[src/rtl/bcd_pkg.sv]
// Shared types and constants for the sequential binary-to-BCD converter.
package bcd_pkg;

    typedef logic [3:0] bcd_digit_t;

    typedef enum logic {
        IDLE  = 1'b0,
        SHIFT = 1'b1
    } conv_state_t;

    localparam int unsigned BCD_ADJ_THRESH = 5;
    localparam int unsigned BCD_ADJ_ADD    = 3;

    // True when 10**digits >= 2**width, evaluated without overflowing for large digit counts.
    function automatic bit digits_cover_width(input int unsigned width, input int unsigned digits);
        longint unsigned cap  = 64'd1;
        longint unsigned need = 64'd1 << width;
        for (int unsigned i = 0; i < digits; i++) begin
            if (cap >= need) break;
            cap = cap * 64'd10;
        end
        return cap >= need;
    endfunction

endpackage

[src/rtl/bcd_add3_digit.sv]
// Double-dabble digit adjust: add 3 to a BCD digit that is 5 or more.
module bcd_add3_digit
    import bcd_pkg::*;
(
    input  bcd_digit_t in,
    output bcd_digit_t out
);

    assign out = (in >= 4'(BCD_ADJ_THRESH)) ? in + 4'(BCD_ADJ_ADD) : in;

endmodule

[src/rtl/bin_to_bcd_seq.sv]
// Sequential binary-to-BCD converter, one double-dabble iteration per clock,
// with a start/busy/done handshake and a held result register.
module bin_to_bcd_seq
    import bcd_pkg::*;
#(
    parameter int unsigned WIDTH  = 8,
    parameter int unsigned DIGITS = 3
) (
    input  logic                  clk,
    input  logic                  rst,
    input  logic                  start,
    input  logic [WIDTH-1:0]      bin_in,
    output logic                  busy,
    output logic                  done,
    output logic [4*DIGITS-1:0]   bcd_out
);

    localparam int unsigned BCD_W = 4 * DIGITS;
    localparam int unsigned CAT_W = BCD_W + WIDTH;
    localparam int unsigned CNT_W = $clog2(WIDTH + 1);

    if (WIDTH < 4 || WIDTH > 20) begin : g_width_check
        $error("bin_to_bcd_seq: WIDTH=%0d outside 4..20", WIDTH);
    end
    if (!digits_cover_width(WIDTH, DIGITS)) begin : g_digits_check
        $error("bin_to_bcd_seq: DIGITS=%0d cannot hold 2**%0d-1", DIGITS, WIDTH);
    end

    conv_state_t        state_q, state_d;
    logic [WIDTH-1:0]   shift_q, shift_d;
    logic [BCD_W-1:0]   scratch_q, scratch_d;
    logic [CNT_W-1:0]   cnt_q, cnt_d;
    logic [BCD_W-1:0]   bcd_q, bcd_d;
    logic               done_q, done_d;
    logic               busy_q, busy_d;

    logic [BCD_W-1:0]   adj;
    logic [CAT_W-1:0]   shifted;

    for (genvar i = 0; i < int'(DIGITS); i++) begin : g_adj
        bcd_add3_digit u_adj (
            .in  (scratch_q[4*i +: 4]),
            .out (adj[4*i +: 4])
        );
    end

    // One iteration: adjusted scratch and the binary operand shift left together.
    assign shifted = {adj, shift_q} << 1;

    always_ff @(posedge clk) begin
        if (rst) begin
            state_q   <= IDLE;
            shift_q   <= '0;
            scratch_q <= '0;
            cnt_q     <= '0;
            bcd_q     <= '0;
            done_q    <= 1'b0;
            busy_q    <= 1'b0;
        end else begin
            state_q   <= state_d;
            shift_q   <= shift_d;
            scratch_q <= scratch_d;
            cnt_q     <= cnt_d;
            bcd_q     <= bcd_d;
            done_q    <= done_d;
            busy_q    <= busy_d;
        end
    end

    always_comb begin
        state_d   = state_q;
        shift_d   = shift_q;
        scratch_d = scratch_q;
        cnt_d     = cnt_q;
        bcd_d     = bcd_q;
        done_d    = 1'b0;

        case (state_q)
            IDLE: begin
                if (start) begin
                    shift_d   = bin_in;
                    scratch_d = '0;
                    cnt_d     = CNT_W'(WIDTH);
                    state_d   = SHIFT;
                end
            end
            SHIFT: begin
                scratch_d = shifted[CAT_W-1:WIDTH];
                shift_d   = shifted[WIDTH-1:0];
                cnt_d     = cnt_q - CNT_W'(1);
                // Last iteration publishes the result in the same edge.
                if (cnt_q == CNT_W'(1)) begin
                    bcd_d   = shifted[CAT_W-1:WIDTH];
                    done_d  = 1'b1;
                    state_d = IDLE;
                end
            end
            default: state_d = IDLE;
        endcase

        busy_d = (state_d == SHIFT);
    end

    assign busy    = busy_q;
    assign done    = done_q;
    assign bcd_out = bcd_q;

endmodule

[config.mk]
export PLATFORM = sky130hd
export DESIGN_NAME = bin_to_bcd_seq
export DESIGN_NICKNAME = d
export VERILOG_FILES = /design/src/rtl/bcd_pkg.sv /design/src/rtl/bcd_add3_digit.sv /design/src/rtl/bin_to_bcd_seq.sv
export SDC_FILE = /design/constraint.sdc
export NUM_CORES = 1
export LEC_CHECK = 0
export BUFFER_PORTS_ARGS = -buffer_cell sky130_fd_sc_hd__buf_2
export CORE_AREA = 3 3 73 48
export CTS_CLUSTER_SIZE = 12
export DETAILED_ROUTE_END_ITERATION = 12
export DIE_AREA = 0 0 76 51
export PLACE_DENSITY = 0.8
export SLEW_MARGIN = 0
export SYNTH_ARGS = -nofsm -noshare
export SYNTH_HDL_FRONTEND = slang
export SYNTH_SLANG_ARGS = --single-unit
[constraint.sdc]
create_clock -name clk -period 3.1 [get_ports clk]
set_input_delay 0.31 -clock clk [delete_from_list [all_inputs] [get_ports clk]]
set_output_delay 0.31 -clock clk [all_outputs]
set_load 0.02 [all_outputs]
==> run_results.csv <==
group,metric,value,unit
critical_path,crit_path_max_fanout,12,
timing,max_freq,559.3,MHz
routing,via_per_inst,5.718,
timing,rsz0062_at_grt,"false",
pwr,p_leak,0.0007933,µW
floorplanning,design.portCount,25,
timing,hold_viol_final,0,
synth,synth_area_leaders,"dfxtp_1 (45%), mux2i_1 (6.5%), ha_1 (5.9%), a21oi_1 (5.0%), nor2_1 (4.9%)",
place,dp_hpwl,2508,µm
critical_path,r2r-start,"cnt_q[1]",
synth,synthMuxAreaShare,7.159,%
routing,drc,0,
worst_hold_path,worstHoldPathCells,3,
cts,ctsHoldBuffers,0,
finish,layout_commonest_cell,"dfxtp_1",
cts,cts_setup_buffers,0,
global_route,grt_max_degree,30,
floorplanning,fp-row-count,15,
global_route,grt_usage,20.94,%
synth,synth_cell_type_count,32,
synth,syn_avg_cell_area,9.419,µm²
timing,drv_slew,0,
finish,fin_nets,222,
place,gp_congestion,0.7860,
synth,ys_seq_area_share,44.87,%
finish,postLayoutCoreUtil,67.99,%
routing,num_vias,1401,
cts,clkTransAtPathRegs,80,ps
timing,finalSetupViolations,0,
critical_path,r2r_end,"bcd_out[5]",
floorplanning,core-area,2834,µm²
global_route,grt_pass1_wl,6327,µm
timing,timing.setup.tns,0,ps
global_route,grt_pass1_vias,1331,
synth,synth_fa_ha_area_share,5.904,%
floorplanning,die_x,76,µm
floorplanning,fp.dieArea,3876,µm²
floorplanning,fp.dieH,51,µm
synth,syn_inst,180,
finish,layout_common_cells,"dfxtp_1 (38), buf_2 (24), nor2_1 (22), a21oi_1 (17), mux2i_1 (11)",
critical_path,critPathRequiredTime,3330,ps
critical_path,worst_setup_path_start_kind,"flip-flop",
routing,drt_iter0_markers,55,
synth,ys_warn_count,0,
synth,ys_ff_latch,38,
cts,worstSkewPairLatency,290,ps
critical_path,arrival,2020,ps
cts,cts_resized,0,
routing,dr.pass1.iters,4,
place,portBuffers,24,
synth,synth_largest_area_cell,"dfxtp_1",
critical_path,cp-end-kind,"flip-flop",
routing,wl_per_cell,15.31,µm
run,max_cap_violations,0,
run_status,outcome,"finished clean",
synth,synth_top_area_share,44.87,%
critical_path,crit_type,"flip-flop to flip-flop",
synth,synth_top_family_by_area,"compound AO/OA/AOI/OAI gates",
finish,syn_to_final_growth,13.65,%
synth,yosys.area_share.simple,15.06,%
floorplanning,initial_core_util,59.82,%
global_route,antenna_found_initial,0,
pwr,irDropWorstVdd,394.4,µV
synth,syn_area,1695,µm²
timing,period_minus_slack,1788,ps
routing,drtAntennaViolNets,0,
pwr,cellPowerDensity,528.9,nW/µm²
timing,fin_crit_sh,57.68,%
timing,fin_skew,8.422,ps
cts,cts_max_level,2,
critical_path,rr_worst_depth,6,
cts,cts_made_buffers,5,
timing,slew_headroom,37.53,%
worst_hold_path,min_to,"shift_q[0]",
cts,root_buffer,"clkbuf_8",
finish,antenna_cells,0,
synth,synth_xor_area_share,1.550,%
synth,synth_nets,199,
worst_hold_path,worstHoldStart,"bin_in[0]",
finish,post_route_cells_drive_above_1_share,19.21,%
global_route,gr-total-overflow,0,
timing,tightest_slew,933.6,ps
synth,synth_compound_area_share,19.63,%
routing,wl,3752,µm
critical_path,rrSetupSlack,1310,ps
cts,cts_tree,"done",
critical_path,worstSetupStartpoint,"cnt_q[1]",
cts,clk_path_buf_depth,2,
worst_hold_path,hp-class,"primary input to flip-flop",
cts,clock-sinks,38,
-- flip-flops by register name (all words and copies together) (netlist names) --
register,count
scratch_q,12
shift_q,8
bcd_out,12
done,1
cnt_q,4
busy,1
-- cells in the mapped netlist --
master,count
a21o_1,1
a21o_2,1
a21oi_1,17
a21oi_2,1
a22o_1,5
a311oi_1,1
a32o_1,4
buf_1,1
buf_2,4
buf_4,2
buf_6,2
dfxtp_1,38
ha_1,8
inv_1,8
inv_2,2
mux2_2,1
mux2i_1,11
nand2_1,1
nand2b_1,6
nand3_1,7
nand3b_1,1
nor2_1,22
nor2_2,1
nor3_1,7
nor3_2,1
nor3b_1,5
o21ai_0,9
o21ai_1,1
o21ba_1,1
o2bb2ai_1,7
o31a_1,1
xnor2_1,3
-- cell families (layout without fill, tap and decap cells) --
group / Yosys count / in the layout
adders and majority gates: 8 / 8
DFF: 38 / 38
muxes: 12 / 12
and+or+nand+nor: 51 / 51
xor gates and xnor gates: 3 / 3
AOI/OAI and AO/OA: 49 / 49
buffers and inverters: 19 / 42
-- per-layer routing --
metal  vias to the layer above  GRT usage (%)  wire length (µm)
li1                        682              -                 -
met1                       666          25.90              1723
met4                         0          7.831                70
met5                         -              0                 0
met2                        43          33.53              1719
met3                        10          8.099               238
-- how the worst max path moves through the flow --
stage / endpoint / slack, ps / depth (start not counted)
floorplan: scratch_q[10] / 1730 / 6
global placement: bcd_out[0] / 1530 / 6
detailed placement: bcd_out[5] / 1340 / 6
CTS: bcd_out[5] / 1310 / 6
global route: bcd_out[0] / 1180 / 6
finish: bcd_out[5] / 1310 / 6
-- stage by stage --
step                instance area [µm²]  hold WS (ps)  setup slack (ps)  total power (µW)  instances
finish                             1927         354.9              1312              1019        245
floorplan                          1695         443.9              1733             583.2        180
detailed placement                 1814         442.1              1344             600.9        238
CTS                                1927         343.9              1310              1025        245
global route                       1927         379.6              1182              1057        245
global placement                   1814         443.2              1527             595.6        238
-- critical path: stages, from the launching register on --
cell and delay, ps:
dfxtp_1 350, inv_1 80, ha_1 180, nand2_1 70, nor3_2 50, nor2_1 710
a22o_1 270
-- where the power goes --
group          total (µW)  internal (µW)  switching, µW  leakage (µW)
logic                81.8           29.6           52.3      0.000428
registers             510            501           9.62      0.000308
clock network         427            257            169     0.0000573
total                1020            788            231      0.000793
-- layout make-up --
class / instances / area, µm²
well taps: 42 / 52.55
clock inverters: 1 / 30.03
fillers: 217 / 907.1
repair buffers: 25 / 127.6
multi-input cells: 123 / 835.8
flip-flops and latches: 38 / 760.7
clock buffers: 6 / 82.58
inverters: 10 / 37.54
Power figures use the tool's default switching activity.
